[config.mk]
export PLATFORM = sky130hd
export DESIGN_NAME = pin_lock
export DESIGN_NICKNAME = d
export VERILOG_FILES = /design/src/rtl/pin_lock_pkg.sv /design/src/rtl/pin_lock_timer.sv /design/src/rtl/pin_lock.sv
export SDC_FILE = /design/constraint.sdc
export NUM_CORES = 1
export LEC_CHECK = 0
export ABC_AREA = 0
export BUFFER_PORTS_ARGS = -buffer_cell sky130_fd_sc_hd__buf_4
export CORE_MARGIN = 2
export CORE_UTILIZATION = 49
export CTS_BUF_LIST = sky130_fd_sc_hd__clkbuf_4
export CTS_CLUSTER_DIAMETER = 60
export DETAILED_ROUTE_END_ITERATION = 10
export PLACE_DENSITY_LB_ADDON = 0.25
export SLEW_MARGIN = 20
export SYNTH_ARGS = -nofsm -noshare
export SYNTH_HDL_FRONTEND = slang
export SYNTH_SLANG_ARGS = --single-unit
[constraint.sdc]
create_clock -name clk -period 1.8 [get_ports clk]
set_clock_uncertainty 0.1 [all_clocks]
set_input_delay 0.18 -clock clk [delete_from_list [all_inputs] [get_ports clk]]
set_output_delay 0.18 -clock clk [all_outputs]
set_load 0.1 [all_outputs]
[src/rtl/pin_lock_pkg.sv]
// Shared types and helpers for the pin_lock block.
package pin_lock_pkg;

  typedef enum logic [1:0] {
    ENTRY    = 2'd0,
    UNLOCKED = 2'd1,
    LOCKOUT  = 2'd2,
    PROGRAM  = 2'd3
  } pin_lock_state_t;

  // Width of a digit index; a one-digit PIN still needs one index bit.
  function automatic int unsigned idx_w(input int unsigned n);
    return (n > 1) ? $clog2(n) : 1;
  endfunction

endpackage

[src/rtl/pin_lock_timer.sv]
// Loadable lockout down-counter: start loads it, busy is high while it counts.
module pin_lock_timer #(
  parameter int unsigned CYCLES = 16
) (
  input  logic clk,
  input  logic reset,
  input  logic start,
  output logic busy
);

  localparam int unsigned CNT_W = $clog2(CYCLES + 1);

  logic [CNT_W-1:0] r_cnt;

  // Loaded with CYCLES-1 so the owner sees busy drop after exactly CYCLES cycles.
  always_ff @(posedge clk) begin
    if (reset) begin
      r_cnt <= '0;
    end else if (start) begin
      r_cnt <= CNT_W'(CYCLES - 1);
    end else if (r_cnt != '0) begin
      r_cnt <= r_cnt - CNT_W'(1);
    end
  end

  assign busy = (r_cnt != '0);

endmodule

[src/rtl/pin_lock.sv]
// PIN-entry lock with failed-attempt lockout.
// Define PIN_LOCK_PROGRAM_EN to build in-field PIN change (PROGRAM state).
module pin_lock
  import pin_lock_pkg::*;
#(
  parameter int unsigned                 DIGIT_W        = 4,
  parameter int unsigned                 PIN_LEN        = 4,
  parameter logic [PIN_LEN*DIGIT_W-1:0]  RESET_PIN      = 16'hC0DE,
  parameter int unsigned                 MAX_FAILS      = 3,
  parameter int unsigned                 LOCKOUT_CYCLES = 16
) (
  input  logic                               clk,
  input  logic                               reset,
  input  logic [DIGIT_W-1:0]                 din,
  input  logic                               din_valid,
  input  logic                               lock,
  input  logic                               prog,
  output logic                               unlocked,
  output logic                               locked_out,
  output logic [$clog2(MAX_FAILS+1)-1:0]     fail_count
);

  localparam int unsigned PIN_W  = PIN_LEN * DIGIT_W;
  localparam int unsigned IDX_W  = idx_w(PIN_LEN);
  localparam int unsigned FAIL_W = $clog2(MAX_FAILS + 1);

  pin_lock_state_t   r_state;
  logic [IDX_W-1:0]  r_idx;
  logic              r_flag;
  logic [FAIL_W-1:0] r_fail_count;
  logic              r_unlocked;
  logic              r_locked_out;

  logic [PIN_W-1:0]   w_pin;
  logic [DIGIT_W-1:0] w_pin_digit;
  logic               w_last;
  logic               w_entry_bad;
  logic               w_fail_limit;
  logic               w_start;
  logic               w_busy;

`ifdef PIN_LOCK_PROGRAM_EN
  logic [PIN_W-1:0] r_pin;
  logic [PIN_W-1:0] r_shadow;
  logic [PIN_W-1:0] w_shadow_next;

  assign w_pin = r_pin;

  // Shadow with the incoming digit dropped into slot r_idx (MSB-first).
  always_comb begin
    w_shadow_next = r_shadow;
    for (int unsigned i = 0; i < PIN_LEN; i++) begin
      if (r_idx == IDX_W'(i)) begin
        w_shadow_next[(PIN_LEN-1-i)*DIGIT_W +: DIGIT_W] = din;
      end
    end
  end
`else
  logic w_prog_unused;

  assign w_pin         = RESET_PIN;
  assign w_prog_unused = prog;
`endif

  // Expected digit for the current index, MSB-first.
  always_comb begin
    w_pin_digit = '0;
    for (int unsigned i = 0; i < PIN_LEN; i++) begin
      if (r_idx == IDX_W'(i)) begin
        w_pin_digit = w_pin[(PIN_LEN-1-i)*DIGIT_W +: DIGIT_W];
      end
    end
  end

  assign w_last       = (r_idx == IDX_W'(PIN_LEN - 1));
  assign w_entry_bad  = r_flag | (din != w_pin_digit);
  assign w_fail_limit = (32'(r_fail_count) + 32'd1) >= MAX_FAILS;
  assign w_start      = (r_state == ENTRY) && din_valid && !lock &&
                        w_last && w_entry_bad && w_fail_limit;

  pin_lock_timer #(
    .CYCLES (LOCKOUT_CYCLES)
  ) u_timer (
    .clk   (clk),
    .reset (reset),
    .start (w_start),
    .busy  (w_busy)
  );

  always_ff @(posedge clk) begin
    if (reset) begin
      r_state      <= ENTRY;
      r_idx        <= '0;
      r_flag       <= 1'b0;
      r_fail_count <= '0;
      r_unlocked   <= 1'b0;
      r_locked_out <= 1'b0;
`ifdef PIN_LOCK_PROGRAM_EN
      r_pin        <= RESET_PIN;
      r_shadow     <= '0;
`endif
    end else begin
      case (r_state)
        ENTRY: begin
          if (lock) begin
            r_idx  <= '0;
            r_flag <= 1'b0;
          end else if (din_valid) begin
            if (w_last) begin
              r_idx  <= '0;
              r_flag <= 1'b0;
              if (!w_entry_bad) begin
                r_state      <= UNLOCKED;
                r_unlocked   <= 1'b1;
                r_fail_count <= '0;
              end else if (w_fail_limit) begin
                r_state      <= LOCKOUT;
                r_locked_out <= 1'b1;
                r_fail_count <= FAIL_W'(MAX_FAILS);
              end else begin
                r_fail_count <= r_fail_count + FAIL_W'(1);
              end
            end else begin
              r_idx  <= r_idx + IDX_W'(1);
              r_flag <= w_entry_bad;
            end
          end
        end
        LOCKOUT: begin
          if (!w_busy) begin
            r_state      <= ENTRY;
            r_locked_out <= 1'b0;
            r_fail_count <= '0;
          end
        end
        UNLOCKED: begin
          if (lock) begin
            r_state    <= ENTRY;
            r_unlocked <= 1'b0;
            r_idx      <= '0;
            r_flag     <= 1'b0;
          end
`ifdef PIN_LOCK_PROGRAM_EN
          else if (din_valid && prog) begin
            if (w_last) begin
              r_pin <= w_shadow_next;
            end else begin
              r_state  <= PROGRAM;
              r_shadow <= w_shadow_next;
              r_idx    <= r_idx + IDX_W'(1);
            end
          end
`endif
        end
`ifdef PIN_LOCK_PROGRAM_EN
        PROGRAM: begin
          if (lock) begin
            r_state    <= ENTRY;
            r_unlocked <= 1'b0;
            r_idx      <= '0;
            r_shadow   <= '0;
          end else if (din_valid) begin
            if (w_last) begin
              r_pin   <= w_shadow_next;
              r_state <= UNLOCKED;
              r_idx   <= '0;
            end else begin
              r_shadow <= w_shadow_next;
              r_idx    <= r_idx + IDX_W'(1);
            end
          end
        end
`endif
        default: begin
          r_state <= ENTRY;
        end
      endcase
    end
  end

  assign unlocked   = r_unlocked;
  assign locked_out = r_locked_out;
  assign fail_count = r_fail_count;

endmodule

Word-level counts from Yosys, hierarchy flattened
Cells that the tools add are included.

word-level totals
  register bits after elaboration = 14
  bits in latches = 0
  RAM bits = 0
  bits in read-only memories = 0
  input bits = 9
  output and inout bits = 4
  word-level logic and storage cells = 89
  memories = 0

cells by class
  $add $sub $neg = 4
  $mul = 0
  div/mod/pow operators = 0
  $lt $le $gt $ge = 1
  equal/unequal tests = 16
  shift operators = 0
  multiplexer cells = 41
  bitwise gates (word level) = 1
  reduce and logical (&&, ||, !) cells = 18

operators with widths
  cell                                                 number
  two-way mux 2 bit                                    15
  two-way mux 4 bit                                    6
  != test 2 bit, second input constant                 8
  two-way mux 1 bit                                    14
  AND reduction 6 bit                                  2
  one-hot mux 2 bit (2 select lines)                   2
  AND reduction 7 bit                                  1
  equality test 2 bit, second input constant           3
  != test 3 bit, second input constant                 2
  one-hot mux 1 bit (2 select lines)                   3
  one-hot mux 2 bit (3 select lines)                   1
  nonzero test 2 bit                                   3
  logical AND 1 bit                                    5
  AND reduction 5 bit                                  1
  nonzero test 5 bit                                   1
  subtractor 5 x 1 -> 5 bit, second input constant     1
  adder 2 x 1 -> 2 bit, second input constant          2
  equality test 2 x 1 -> 1 bit, second input constant  2
  zero test 2 bit                                      2
  != test 4 bit                                        1
  adder 2 x 1 -> 3 bit, second input constant          1
  >= comparator 3 x 2 -> 1 bit, second input constant  1
  AND reduction 3 bit                                  1
  OR reduction 2 bit                                   1
  2 further kinds                                      2

Depth between registers and ports, before layout
Gate-level depths: netlist of run 1.

  word-level depth = 12
  gate-level depth with buffers = 6

Hierarchy
A second synthesis of run 1 with hierarchy kept.

unflattened totals
  cells, all modules = 87
  area, all modules = 755.7 sq um

by module, submodules not included
  module          times used  cells an instance  area an instance (sq um)  seq. area each (sq um)
  pin_lock        1           62                 526.8                     180.2
  pin_lock_timer  1           25                 229.0                     100.1

Worst setup path before layout of run 1
Ideal clock, no wire load.

  path type = reg2reg
  start point = register r_fail_count[1], in the netlist fail_count[1]
  end point = register r_state[1]
  setup time = 101 ps
  data arrival time = 1836 ps
  data required time = 1599 ps
  slack = -237 ps
  cell stages (with the launch flop) = 4
  buffers on the path = 0
  period minus slack after synthesis = 2037 ps
  cell sequence = dfxtp_1 -> inv_1 -> or4_1 -> o41ai_1

between the ends
  cells in the longest elaborated chain, start to end = 4

ends and longest elaborated chain
  item                           line             text
  from (decl)                    pin_lock.sv:30   logic [FAIL_W-1:0] r_fail_count;
  from (signal assigned)         pin_lock.sv:119  r_fail_count <= FAIL_W'(MAX_FAILS);
  from (signal assigned)         pin_lock.sv:121  r_fail_count <= r_fail_count + FAIL_W'(1);
  adder 2 x 1 -> 3 bit           pin_lock.sv:77   assign w_fail_limit = (32'(r_fail_count) + 32'd1) >= MAX_FAILS;
  >= comparator 3 x 2 -> 1 bit   pin_lock.sv:77
  != test 3 bit (no line)        --
  AND reduction 6 bit (no line)  --
  to (signal assigned)           pin_lock.sv:92   r_state <= ENTRY;
  to (signal assigned)           pin_lock.sv:113  r_state <= UNLOCKED;
  to (signal assigned)           pin_lock.sv:117  r_state <= LOCKOUT;
  to (decl)                      pin_lock.sv:27   pin_lock_state_t r_state;

No other way between the ends.
A chain may end at the register's enable or synchronous reset.

Worst setup path in the final report of run 1
  start point = register r_idx[1]
  end point = register r_locked_out, in the netlist locked_out

between the ends
  cells in the longest elaborated chain, start to end = 9

ends and longest elaborated chain
  item                               line             text
  from (decl)                        pin_lock.sv:28   logic [IDX_W-1:0] r_idx;
  from (signal assigned)             pin_lock.sv:124  r_idx <= r_idx + IDX_W'(1);
  zero test 2 bit                    pin_lock.sv:69   if (r_idx == IDX_W'(i)) begin
  two-way mux 4 bit (4 in series)    pin_lock.sv:69
  != test 4 bit                      pin_lock.sv:76   assign w_entry_bad = r_flag | (din != w_pin_digit);
  OR 1 bit                           pin_lock.sv:76
  != test 2 bit (no line)            --
  AND reduction 7 bit (no line) (*)  --
  to (signal assigned)               pin_lock.sv:97   r_locked_out <= 1'b0;
  to (signal assigned)               pin_lock.sv:118  r_locked_out <= 1'b1;
  to (signal assigned)               pin_lock.sv:132  r_locked_out <= 1'b0;
  to (decl)                          pin_lock.sv:32   logic r_locked_out;

Every way passes the cells marked *; elsewhere a longest branch is shown, timed or not.

==> PnR_summary.wiki, run 1 <==
{| class="wikitable"
! Metric !! Value
|-
| Violated checks || setup timing
|-
| Post-layout net count || 123
|-
| Number of remaining DRC errors || 0
|-
| Met3 Use GR || 4.17%
|-
| Area growth from synthesis to final layout || 37.3%
|-
| Hold depth || 2
|-
| Utilization after layout || 70.7%
|-
| Synth top area cells || sky130_fd_sc_hd__dfxtp_1 (37%), sky130_fd_sc_hd__ha_1 (8.3%), sky130_fd_sc_hd__a21oi_1 (4.0%)
|-
| Result of the run || finished, violations left
|-
| Antenna violations before repair || 0
|-
| Starting DRT DRC Count || 19
|-
| Hold slack final || 64.8 ps
|-
| Fmax || 522 MHz
|-
| Hold violation total from the final report || 0
|-
| HPWL after detailed placement || 1.22 mm
|-
| Routed WL per cell || 14.0 µm
|-
| Worst setup EP type || flip-flop
|-
| Setup repair after global routing missed its margin || yes
|-
| Total leakage power || 0.412 nW
|-
| Primary flip-flop cell chosen by synthesis mapping || sky130_fd_sc_hd__dfxtp_1
|-
| R2r setup slk || -120 ps
|-
| Count of flip-flops with a built-in enable after synthesis || 0
|-
| Power per unit of standard cell area || 930 nW/µm²
|-
| Top cells by instance count after synthesis || sky130_fd_sc_hd__dfxtp_1 (14), sky130_fd_sc_hd__inv_1 (7), sky130_fd_sc_hd__a21oi_1 (6)
|-
| Depth of the CTS H-tree || 1
|-
| Net switching power figure || 0.000331 W
|-
| Capturing instance or port of the critical path || locked_out$_SDFFE_PP0P_
|-
| Reg2reg end || locked_out$_SDFFE_PP0P_
|-
| CP Launch Point || r_idx[1]$_SDFFE_PP0P_
|-
| Sequential element share of the synthesized area || 37.0%
|-
| Global placement routability congestion || 0.778
|-
| Wire length reported by the detailed router || 1.72 mm
|-
| Antenna Violating Nets Remaining || 0
|-
| Post-Syn Nets || 97
|-
| Max-cap viol count || 0
|-
| Number of instances in the placed design || 117
|-
| Vias/cell || 5.72
|-
| Layout cells sized above 1 || 37.4%
|-
| Net switching fraction of the power || 34.2%
|-
| Transition at the pin with the smallest max-transition slack || 438 ps
|-
| Total stage count of the critical path || 6
|-
| Worst Setup Slack, final || -116 ps
|-
| Count of warnings emitted by yosys || 0
|-
| Slowest-stage cell, CP || sky130_fd_sc_hd__a2111o_1
|-
| Placement Rows || 14
|-
| Grt met1 use || 25.8%
|-
| Kind of launch point of the worst setup path || flip-flop
|-
| Root buffer cell || sky130_fd_sc_hd__clkbuf_4
|-
| Post-synthesis cell count || 83
|-
| Worst rel slew slack || 70.5%
|-
| Average footprint of a synthesized cell || 9.14 µm²
|-
| Die Wd || 43.3 µm
|-
| Cell type with the largest total area after synthesis || sky130_fd_sc_hd__dfxtp_1
|-
| Final number of setup-violating endpoints || 11
|-
| Worst endpoint data arrival time || 1970 ps
|-
| Share of synthesized registers carrying an async set or reset || 0%
|-
| Dominant delay contributor by cell family on the critical path || compound AO/OA/AOI/OAI gates
|-
| Wire length of the first global-routing pass || 2.80 mm
|-
| Clock tree buffer depth || 2
|-
| Max Transition Viols Final || 0
|-
| Number of standard cells in the layout, taps in and fillers out || 123
|-
| Die Footprint || 1880 µm²
|-
| Overall track demand over capacity in global routing || 20.0%
|-
| IO Count || 13
|-
| Required time of the worst setup path || 1860 ps
|-
| Port Buffers || 11
|-
| Post-synthesis cell type count || 30
|-
| Share of power burned in combinational logic || 39.6%
|-
| Power consumption || 0.000968 W
|-
| Max FO, Critical Path || 3
|-
| TritonRoute pass-1 iters || 4
|-
| Share of Yosys cell area claimed by the top area cell type || 37.0%
|-
| Final period util || 106%
|-
| Maximum number of pins on one net before global-route repair || 14
|-
| Vias in the first global route || 661
|-
| Hold/Removal Path Class || input port to flip-flop
|-
| Depth of the worst register-to-register path || 6
|-
| Power share of the sequential group || 42.1%
|-
| Synth Register Bits || 14
|-
| IR drop worst, VDD || 0.000619 V
|-
| Most heavily used metal layer in global routing || met2
|-
| Longest individual stage delay on the worst path || 440 ps
|-
| Met2 track demand over resource in global routing || 31.3%
|-
| Clock Pin Slew Worst Setup and Hold Paths || 90 ps
|-
| Starting utilization of the core area || 51.5%
|-
| Critical path class || flip-flop to flip-flop
|-
| Final TNS setup || -462 ps
|-
| Core box area || 1470 µm²
|-
| Part of the power in the clock network || 18.4%
|-
| Latest clock arrival within the worst-skew pair || 280 ps
|-
| Time the worst path needs with I/O delays and setup || 1920 ps
|-
| Post-Syn Area || 758 µm²
|-
| Global-route congestion overflow total || 0
|-
| Top-count cell post-synth || sky130_fd_sc_hd__dfxtp_1
|-
| Number of fill cells in the layout || 126
|-
| Worst path cell trace || inv_2 > ha_4 > or3b_4 > a2111o_1 > a2111oi_4 > a211oi_2
|-
| Antenna fix cells || 0
|-
| Buf+Inv Stages, Crit Path || 1
|-
| Vert. Die Dim || 43.3 µm
|-
| Internal Pwr Total || 0.000636 W
|-
| Via count || 704
|-
| Total clock sinks || 14
|-
| FF-to-FF Start || r_idx[1]$_SDFFE_PP0P_
|-
| TritonCTS Buffers || 3
|-
| CTS tree || yes
|}
==> what timing repair did <==
action / in CTS / in global routing
setup buffers: 1 / 1
hold buffers: 1 / 0
endpoints found under the hold margin: 1 / 0
endpoints found under the setup margin: 12 / 12
gates cloned: 0 / 0
pin swaps: 2 / 2
gates resized for setup: 5 / 6
==> how the worst min path moves through the flow <==
| stage | startpoint | to | slack [ps] |
|---|---|---|---|
| 5_1_grt | reset | r_idx[1]$_SDFFE_PP0P_ | 70 |
| 6_report | reset | r_idx[0]$_SDFFE_PP0P_ | 60 |
| 3_5_place_dp | lock | r_state[0]$_SDFFE_PP0P_ | 300 |
| 3_3_place_gp | lock | r_state[0]$_SDFFE_PP0P_ | 300 |
| 4_1_cts | reset | r_idx[0]$_SDFFE_PP0P_ | 50 |
| 2_1_floorplan | lock | r_state[0]$_SDFFE_PP0P_ | 160 |
==> cell families (layout without fill, tap and decap cells) <==
family,after synthesis,in the layout,synth area share (%)
xor+xnor,5,5,5.78
buf+inv,8,32,3.96
mux,1,1,1.32
flops,14,14,37.0
simple gates,28,28,22.4
fa+ha+maj,5,5,8.25
compound gates,22,22,21.3
==> layout make-up <==
type / instances / area [µm²] / area share [%]
multi-input cells: 61 / 518 / 49.8
well taps: 16 / 20.0 / 1.92
clock buffers: 3 / 22.5 / 2.16
inverters: 7 / 26.3 / 2.52
flip-flops and latches: 14 / 287 / 27.5
repair buffers: 22 / 168 / 16.1
==> stage by stage <==
step	worst slack, ps	instance area (µm²)
2_1_floorplan	-107	774
3_3_place_gp	-153	933
3_5_place_dp	-200	933
4_1_cts	-128	997
5_1_grt	-205	1040
6_report	-116	1040
==> worst register-to-register path, delay by kind of cell, from the launching register on <==
kind / cells / cell delay, ps
AOI/OAI and AO/OA: 3 / 810
and+or+nand+nor: 1 / 380
DFF: 1 / 340
adders and majority gates: 1 / 110
buffers and inverters: 1 / 60
==> flip-flops by register name, summed over array words and instances (netlist names) <==
signal         cells
unlocked           1
u_timer.r_cnt      5
r_state            2
r_flag             1
locked_out         1
fail_count         2
r_idx              2
==> power by group through the flow <==
stage               Sequential (W)  Clock, W  Combinational [W]
finish                    0.000407  0.000178           0.000383
global route              0.000415  0.000194           0.000429
CTS                       0.000407  0.000182           0.000371
detailed placement        0.000415         0           0.000363
global placement          0.000412         0           0.000350
floorplan                 0.000407         0           0.000271
==> layout by cell type (no fill, tap or decap), drive strengths merged, types with 3 or more instances in the layout <==
master,count
clkbuf,3
nor3,4
buf,21
inv,7
nor2b,3
dfxtp,14
xnor2,3
nand2,5
a21oi,6
nor2,5
ha,5
o21ai,4
==> routing by layer <==
metal	vias up	wire (µm)
met2	22	814
met4	0	27
met5	-	0
li1	351	-
met1	327	795
met3	4	84
Note: power is estimated with default switching activity, not from simulation.
==> run 2, diff against run 1 <==
- MAX_ROUTING_LAYER: unset -> met4
- clock period: 1.8 -> 2.2 ns (I/O delays scaled with it)
==> run 2 against run 1 <==
Compared with the run above:
- the flow now finishes without violations
- count of clock-buffer cells in the layout unchanged
- worst hold slack worse by 17 ps
- maximum frequency down 6.4%
- clock power down 21%
- via count down 7.1%
- critical path depth down 1
- sequential power down 18%
- die area unchanged
- total power down 21%
- critical path type unchanged
- largest cell class unchanged
==> PnR_summary.wiki, run 2 (synthesis results as in run 1) <==
{| class="wikitable"
! Metric !! Value
|-
| Result of the run || completed
|-
| Quantity of gates resized following cts || 0 (-5)
|-
| Power share of the sequential group || 43.5% (+1.4 points)
|-
| Cell area after layout || 902 µm² (-13%)
|-
| Port Buffers || 11 (unchanged)
|-
| Antenna violations before repair || 0 (unchanged)
|-
| Hold violation total from the final report || 0 (unchanged)
|-
| Part of the power in the clock network || 18.2% (-0.2 points)
|-
| CTS tree || yes
|-
| Antenna Violating Nets Remaining || 0 (unchanged)
|-
| Capturing instance or port of the critical path || locked_out$_SDFFE_PP0P_
|-
| Hold/Removal Path Class || input port to flip-flop
|-
| Depth of the CTS H-tree || 1 (unchanged)
|-
| Post-CTS Setup Inserts || 0 (-1)
|-
| Vert. Die Dim || 43.3 µm (unchanged)
|-
| Clock Pin Slew Worst Setup and Hold Paths || 80 ps (about the same)
|-
| Max FO, Critical Path || 4 (+1)
|-
| Area growth from synthesis to final layout || 19.0%
|-
| Time the worst path needs with I/O delays and setup || 2050 ps (+131 ps)
|-
| Final TNS setup || 0 ps (+462 ps)
|-
| Layout cells sized above 1 || 21.2% (-16 points)
|-
| Reg2reg end || locked_out$_SDFFE_PP0P_
|-
| Wire length of the first global-routing pass || 2.69 mm (-3.9%)
|-
| Max-cap viol count || 0 (unchanged)
|-
| Final period util || 93.1% (-13 points)
|-
| Final number of setup-violating endpoints || 0 (-11)
|-
| Max Transition Viols Final || 0 (unchanged)
|-
| Biggest register || u_timer.r_cnt
|-
| Transition at the pin with the smallest max-transition slack || 489 ps (+51.0 ps)
|-
| Number of remaining DRC errors || 0 (unchanged)
|-
| Power per unit of standard cell area || 849 nW/µm² (-8.6%)
|-
| Die Wd || 43.3 µm (unchanged)
|-
| Maximum number of pins on one net before global-route repair || 14 (unchanged)
|-
| Setup repair after global routing missed its margin || no
|-
| TritonRoute pass-1 iters || 4 (unchanged)
|-
| Root buffer cell || sky130_fd_sc_hd__clkbuf_4
|-
| Kind of launch point of the worst setup path || flip-flop
|-
| Commonest cells after routing, fill and taps aside || sky130_fd_sc_hd__dfxtp_1 (14), sky130_fd_sc_hd__buf_4 (14), sky130_fd_sc_hd__inv_1 (7)
|-
| Vias/cell || 5.69 (-0.64%)
|-
| FF-to-FF Start || r_idx[0]$_SDFFE_PP0P_
|-
| Net switching fraction of the power || 33.2% (-1.1 points)
|-
| Longest individual stage delay on the worst path || 420 ps (-20 ps)
|-
| Critical path class || flip-flop to flip-flop
|-
| Worst path cell trace || ha_1 > or3b_4 > a2111o_1 > a2111oi_2 > a211oi_1
|-
| Via count || 654 (-7.1%)
|-
| Internal Pwr Total || 0.000512 W (-20%)
|-
| Post-layout net count || 115 (-6.5%)
|-
| Fmax || 488 MHz (-6.4%)
|-
| Latest clock arrival within the worst-skew pair || 270 ps (about the same)
|-
| Clock tree buffer depth || 2 (unchanged)
|-
| Routed WL per cell || 12.6 µm (-10%)
|-
| Overall track demand over capacity in global routing || 19.4% (-0.62 points)
|-
| Required time of the worst setup path || 2250 ps (+390 ps)
|-
| Worst endpoint data arrival time || 2090 ps (+120 ps)
|-
| Net switching power figure || 0.000254 W (-23%)
|-
| Total clock sinks || 14 (unchanged)
|-
| Worst setup EP type || flip-flop
|-
| Worst rel slew slack || 67.1% (-3.4 points)
|-
| Wire length reported by the detailed router || 1.45 mm (-16%)
|-
| IO Count || 13 (unchanged)
|-
| Starting utilization of the core area || 51.5% (unchanged)
|-
| TritonCTS Buffers || 3 (unchanged)
|-
| Share of power burned in combinational logic || 38.3% (-1.3 points)
|-
| Die Footprint || 1880 µm² (unchanged)
|-
| Slowest-stage cell, CP || sky130_fd_sc_hd__a2111o_1
|-
| CP Launch Point || r_idx[0]$_SDFFE_PP0P_
|-
| Core box area || 1470 µm² (unchanged)
|-
| CTS hold repair buffers || 0 (-1)
|-
| Global placement routability congestion || 0.747 (-4.0%)
|-
| Standard cell area after detailed placement || 880 µm² (-5.8%)
|-
| R2r setup slk || 150 ps (+270 ps)
|-
| Placement Rows || 14 (unchanged)
|-
| Vias in the first global route || 646 (-2.3%)
|-
| Largest register FFs || 5 (unchanged)
|-
| Antenna fix cells || 0 (unchanged)
|-
| Depth of the worst register-to-register path || 5 (-1)
|-
| IR drop worst, VDD || 0.000713 V (+15%)
|-
| Total leakage power || 0.362 nW (-12%)
|-
| HPWL after detailed placement || 1.09 mm (-10%)
|-
| Global-route congestion overflow total || 0 (unchanged)
|-
| Starting DRT DRC Count || 18 (-1)
|}
run 2: cell types whose count changed in the layout (fill, tap and decap cells not counted), sizes merged:
cell         change
dlygate4sd3      -1
buf              -7
run 2: metal layers:
metal  vias up  part of all wire [%]  global-route usage (%)
met2        22                    48                    32.5
met4         0                  0.69                    7.27
li1        336                     -                       -
met1       293                    44                    23.5
met5         -                     0                       -
met3         3                   6.8                    2.92
run 2: area by class of cell:
type	count	area (µm²)
Inverter	7	26.3
Tap cell	16	20.0
Multi-Input combinational cell	61	448
Timing Repair Buffer	14	105
Clock buffer	3	22.5
Fill cell	141	569
Sequential cell	14	280
run 2: critical path: cells and delay by family, from the launching register on:
kind | cells | cell delay (ps)
AO/OA/AOI/OAI | 3 | 880
flip-flops | 1 | 380
adder cells (fa/ha/maj) | 1 | 170
AND/OR/NAND/NOR | 1 | 380
run 2: power by group through the flow:
| stage | Combinational, W | Sequential (W) | Clock (W) |
|---|---|---|---|
| final | 0.000294 | 0.000333 | 0.000140 |
| after global routing | 0.000333 | 0.000341 | 0.000153 |
| after CTS | 0.000296 | 0.000332 | 0.000144 |
| after detailed placement | 0.000288 | 0.000338 | 0 |
| after global placement | 0.000281 | 0.000337 | 0 |
| after floorplan | 0.000221 | 0.000332 | 0 |
run 2: worst min-delay path by stage:
| stage | start | end | slack [ps] | depth (start not counted) |
|---|---|---|---|---|
| final | lock | r_state[0]$_SDFFE_PP0P_ | 50 | 2 |
| after global routing | lock | r_state[0]$_SDFFE_PP0P_ | 70 | 2 |
| after CTS | lock | r_state[0]$_SDFFE_PP0P_ | 50 | 2 |
| after detailed placement | lock | r_state[0]$_SDFFE_PP0P_ | 340 | 2 |
| after global placement | lock | r_state[0]$_SDFFE_PP0P_ | 340 | 2 |
| after floorplan | lock | r_state[0]$_SDFFE_PP0P_ | 200 | 1 |
run 2: per-stage QoR:
step	instances	total power [W]	util (%)	setup WS (ps)	hold slack, ps
3_3_place_gp	112	0.000618	59.8	187	336
2_1_floorplan	83	0.000553	-	163	199
3_5_place_dp	112	0.000626	59.8	167	337
6_report	115	0.000766	61.3	153	47.5
4_1_cts	115	0.000772	61.3	146	46.1
5_1_grt	115	0.000826	61.3	4.88	66.1
==> run 3, diff against run 2 <==
==> constraint.sdc (replaced) <==
create_clock -name clk -period 2.2 [get_ports clk]
set_clock_uncertainty 0.1 [all_clocks]
set_input_delay 0 -clock clk [delete_from_list [all_inputs] [get_ports clk]]
set_output_delay 0 -clock clk [all_outputs]
set_load 0.1 [all_outputs]
==> run 3 against run 2 <==
Compared with the run above:
- flip-flop and latch count stayed put
- combinational power is 1% lower
- critical path type unchanged
- first-iteration DRC count is 28% lower
- maximum frequency is 0.13% higher
- critical path depth is 1 higher
- non-clock buffer count is 1 higher
- total power is 0.28% higher
- clock power is 4% higher
- wire length is 1.9% higher
==> PnR_summary.wiki, run 3 (synthesis results as in run 1) <==
{| class="wikitable"
! Metric !! Value
|-
| Utilization after layout || 62.4% (+1.1 points)
|-
| FF-to-FF Start || r_idx[1]$_SDFFE_PP0P_
|-
| Depth of the worst register-to-register path || 6 (+1)
|-
| Post-layout net count || 116 (+0.87%)
|-
| Time the worst path needs with I/O delays and setup || 2040 ps (-2.67 ps)
|-
| Final period util || 92.9% (-0.12 points)
|-
| Total stage count of the critical path || 6 (+1)
|-
| Port Buffers || 11 (unchanged)
|-
| Vias/cell || 5.64 (-0.86%)
|-
| Hold violation total from the final report || 0 (unchanged)
|-
| IR drop worst, VDD || 0.000598 V (-16%)
|-
| Layout cells sized above 1 || 20.0% (-1.2 points)
|-
| Critical path class || flip-flop to flip-flop
|-
| Max-cap viol count || 0 (unchanged)
|-
| Antenna Violating Nets Remaining || 0 (unchanged)
|-
| Depth of the CTS H-tree || 1 (unchanged)
|-
| Internal Pwr Total || 0.000514 W (+0.32%)
|-
| Fmax || 489 MHz (+0.13%)
|-
| Commonest cells after routing, fill and taps aside || sky130_fd_sc_hd__dfxtp_1 (13), sky130_fd_sc_hd__buf_4 (12), sky130_fd_sc_hd__inv_1 (7)
|-
| Setup repair after global routing missed its margin || no
|-
| Worst setup EP type || flip-flop
|-
| Starting DRT DRC Count || 13 (-5)
|-
| Area of the multi-input gates || 448 µm² (unchanged)
|-
| Net switching power figure || 0.000255 W (+0.21%)
|-
| Hold depth || 5 (+3)
|-
| Max Transition Viols Final || 0 (unchanged)
|-
| Transition at the pin with the smallest max-transition slack || 521 ps (+31.9 ps)
|-
| Clock Pin Slew Worst Setup and Hold Paths || 80 ps (about the same)
|-
| Starting utilization of the core area || 51.5% (unchanged)
|-
| Vias in the first global route || 624 (-3.4%)
|-
| Number of remaining DRC errors || 0 (unchanged)
|-
| Antenna violations before repair || 0 (unchanged)
|-
| TritonRoute pass-1 iters || 4 (unchanged)
|-
| Final TNS setup || 0 ps (unchanged)
|-
| Power per unit of standard cell area || 837 nW/µm² (-1.5%)
|-
| HPWL after detailed placement || 1.06 mm (-3.1%)
|-
| Wire length of the first global-routing pass || 2.67 mm (-0.78%)
|-
| Placement Rows || 14 (unchanged)
|-
| Share of power burned in combinational logic || 37.8% (-0.5 points)
|-
| Total leakage power || 0.365 nW (+0.92%)
|-
| Net switching fraction of the power || 33.2% (about the same)
|-
| Clock tree buffer depth || 2 (unchanged)
|-
| Part of the power in the clock network || 18.9% (+0.7 points)
|-
| Total clock sinks || 14 (unchanged)
|-
| Global-route congestion overflow total || 0 (unchanged)
|-
| Final number of setup-violating endpoints || 0 (unchanged)
|-
| Die Footprint || 1880 µm² (unchanged)
|-
| Overall track demand over capacity in global routing || 19.8% (+0.43 points)
|-
| Vert. Die Dim || 43.3 µm (unchanged)
|-
| Dominant delay contributor by cell family on the critical path || compound AO/OA/AOI/OAI gates
|-
| Longest individual stage delay on the worst path || 440 ps (+20 ps)
|-
| Result of the run || completed
|-
| Biggest register || u_timer.r_cnt
|-
| Root buffer cell || sky130_fd_sc_hd__clkbuf_4
|-
| Latest clock arrival within the worst-skew pair || 280 ps (about the same)
|-
| Worst rel slew slack || 65.2% (-1.9 points)
|-
| IO Count || 13 (unchanged)
|-
| Maximum number of pins on one net before global-route repair || 14 (unchanged)
|-
| Required time of the worst setup path || 2260 ps (about the same)
|-
| Die Wd || 43.3 µm (unchanged)
|-
| Power share of the sequential group || 43.3% (-0.2 points)
|-
| TritonCTS Buffers || 3 (unchanged)
|-
| Buf+Inv Stages, Crit Path || 1 (+1)
|-
| Core box area || 1470 µm² (unchanged)
|-
| Worst hold path endpoint || r_state[0]$_SDFFE_PP0P_
|-
| Most frequent standard cell in the layout excluding fill and tap cells || sky130_fd_sc_hd__dfxtp_1
|-
| Worst hold path startpoint || din[3]
|-
| Hold/Removal Path Class || input port to flip-flop
|-
| Global placement routability congestion || 0.750 (+0.40%)
|-
| Reg2reg end || locked_out$_SDFFE_PP0P_
|-
| CTS tree || yes
|-
| Antenna fix cells || 0 (unchanged)
|-
| Sequential Area || 282 µm² (+0.45%)
|-
| Kind of launch point of the worst setup path || flip-flop
|-
| Largest register FFs || 5 (unchanged)
|-
| Max FO, Critical Path || 4 (unchanged)
|-
| Worst endpoint data arrival time || 2110 ps (+20 ps)
|-
| Area growth from synthesis to final layout || 21.1%
|-
| R2r setup slk || 160 ps (about the same)
|-
| Slowest-stage cell, CP || sky130_fd_sc_hd__a2111o_1
|-
| Post-CTS Setup Inserts || 0 (unchanged)
|-
| Number of fill cells in the layout || 148 (+5.0%)
|-
| Wire length reported by the detailed router || 1.48 mm (+1.9%)
|-
| Worst path cell trace || inv_1 > ha_1 > or3b_4 > a2111o_1 > a2111oi_2 > a211oi_1
|-
| Via count || 654 (unchanged)
|-
| Routed WL per cell || 12.7 µm (+1.1%)
|}
run 3: changes by cell type in the layout (fill, tap and decap cells not counted), sizes merged:
cell | previous run | this run
buf | 14 | 12
dlygate4sd3 | 0 | 3
run 3: worst register-to-register path, stage by stage, from the launching register on:
cell	delay, ps
sky130_fd_sc_hd__dfxtp_1	340
sky130_fd_sc_hd__inv_1	70
sky130_fd_sc_hd__ha_1	140
sky130_fd_sc_hd__or3b_4	380
sky130_fd_sc_hd__a2111o_1	440
sky130_fd_sc_hd__a2111oi_2	380
sky130_fd_sc_hd__a211oi_1	80
run 3: worst max path at each step:
stage               slack, ps                       to                  startpoint
floorplan                 160  r_state[1]$_SDFFE_PP0P_  fail_count[1]$_SDFFE_PP0P_
global placement          160  locked_out$_SDFFE_PP0P_       r_idx[0]$_SDFFE_PP0P_
detailed placement        140  locked_out$_SDFFE_PP0P_       r_idx[0]$_SDFFE_PP0P_
CTS                       130  locked_out$_SDFFE_PP0P_       r_idx[0]$_SDFFE_PP0P_
global route              0.2  locked_out$_SDFFE_PP0P_       r_idx[1]$_SDFFE_PP0P_
finish                    160  locked_out$_SDFFE_PP0P_       r_idx[1]$_SDFFE_PP0P_
run 3: final cells by class:
class | instances | share of cell area (%)
clock buffers | 3 | 2.45
flip-flops and latches | 14 | 30.7
well taps | 16 | 2.18
multi-input cells | 61 | 48.8
inverters | 7 | 2.86
repair buffers | 15 | 13.1
run 3: power groups by stage:
| stage | logic (W) | registers [W] | clock network (W) |
|---|---|---|---|
| 2_1_floorplan | 0.000221 | 0.000332 | 0 |
| 3_3_place_gp | 0.000280 | 0.000337 | 0 |
| 3_5_place_dp | 0.000287 | 0.000338 | 0 |
| 4_1_cts | 0.000295 | 0.000332 | 0.000150 |
| 5_1_grt | 0.000336 | 0.000339 | 0.000153 |
| 6_report | 0.000290 | 0.000333 | 0.000145 |
run 3: timing repair:
item	4_1_cts	5_1_grt
setup endpoints to repair	0	2
endpoints found under the hold margin	11	0
hold buffers	3	0
resized for setup	0	1
run 3: layer usage:
metal	part of all wire, %	global-route usage [%]	vias to the layer above
met5	0	-	-
met4	3.3	12.7	0
met3	2.5	2.50	5
met2	49	32.8	14
met1	45	22.4	298
li1	-	-	337
run 3: per-stage QoR:
| step | instances | total power [W] | setup WS, ps | cell area, µm² | hold WS, ps |
|---|---|---|---|---|---|
| floorplan | 83 | 0.000553 | 163 | 758 | -21.3 |
| global placement | 110 | 0.000616 | 156 | 865 | 118 |
| detailed placement | 110 | 0.000625 | 142 | 865 | 114 |
| CTS | 116 | 0.000776 | 128 | 917 | 164 |
| global route | 116 | 0.000829 | 0.206 | 918 | 218 |
| finish | 116 | 0.000768 | 155 | 918 | 167 |
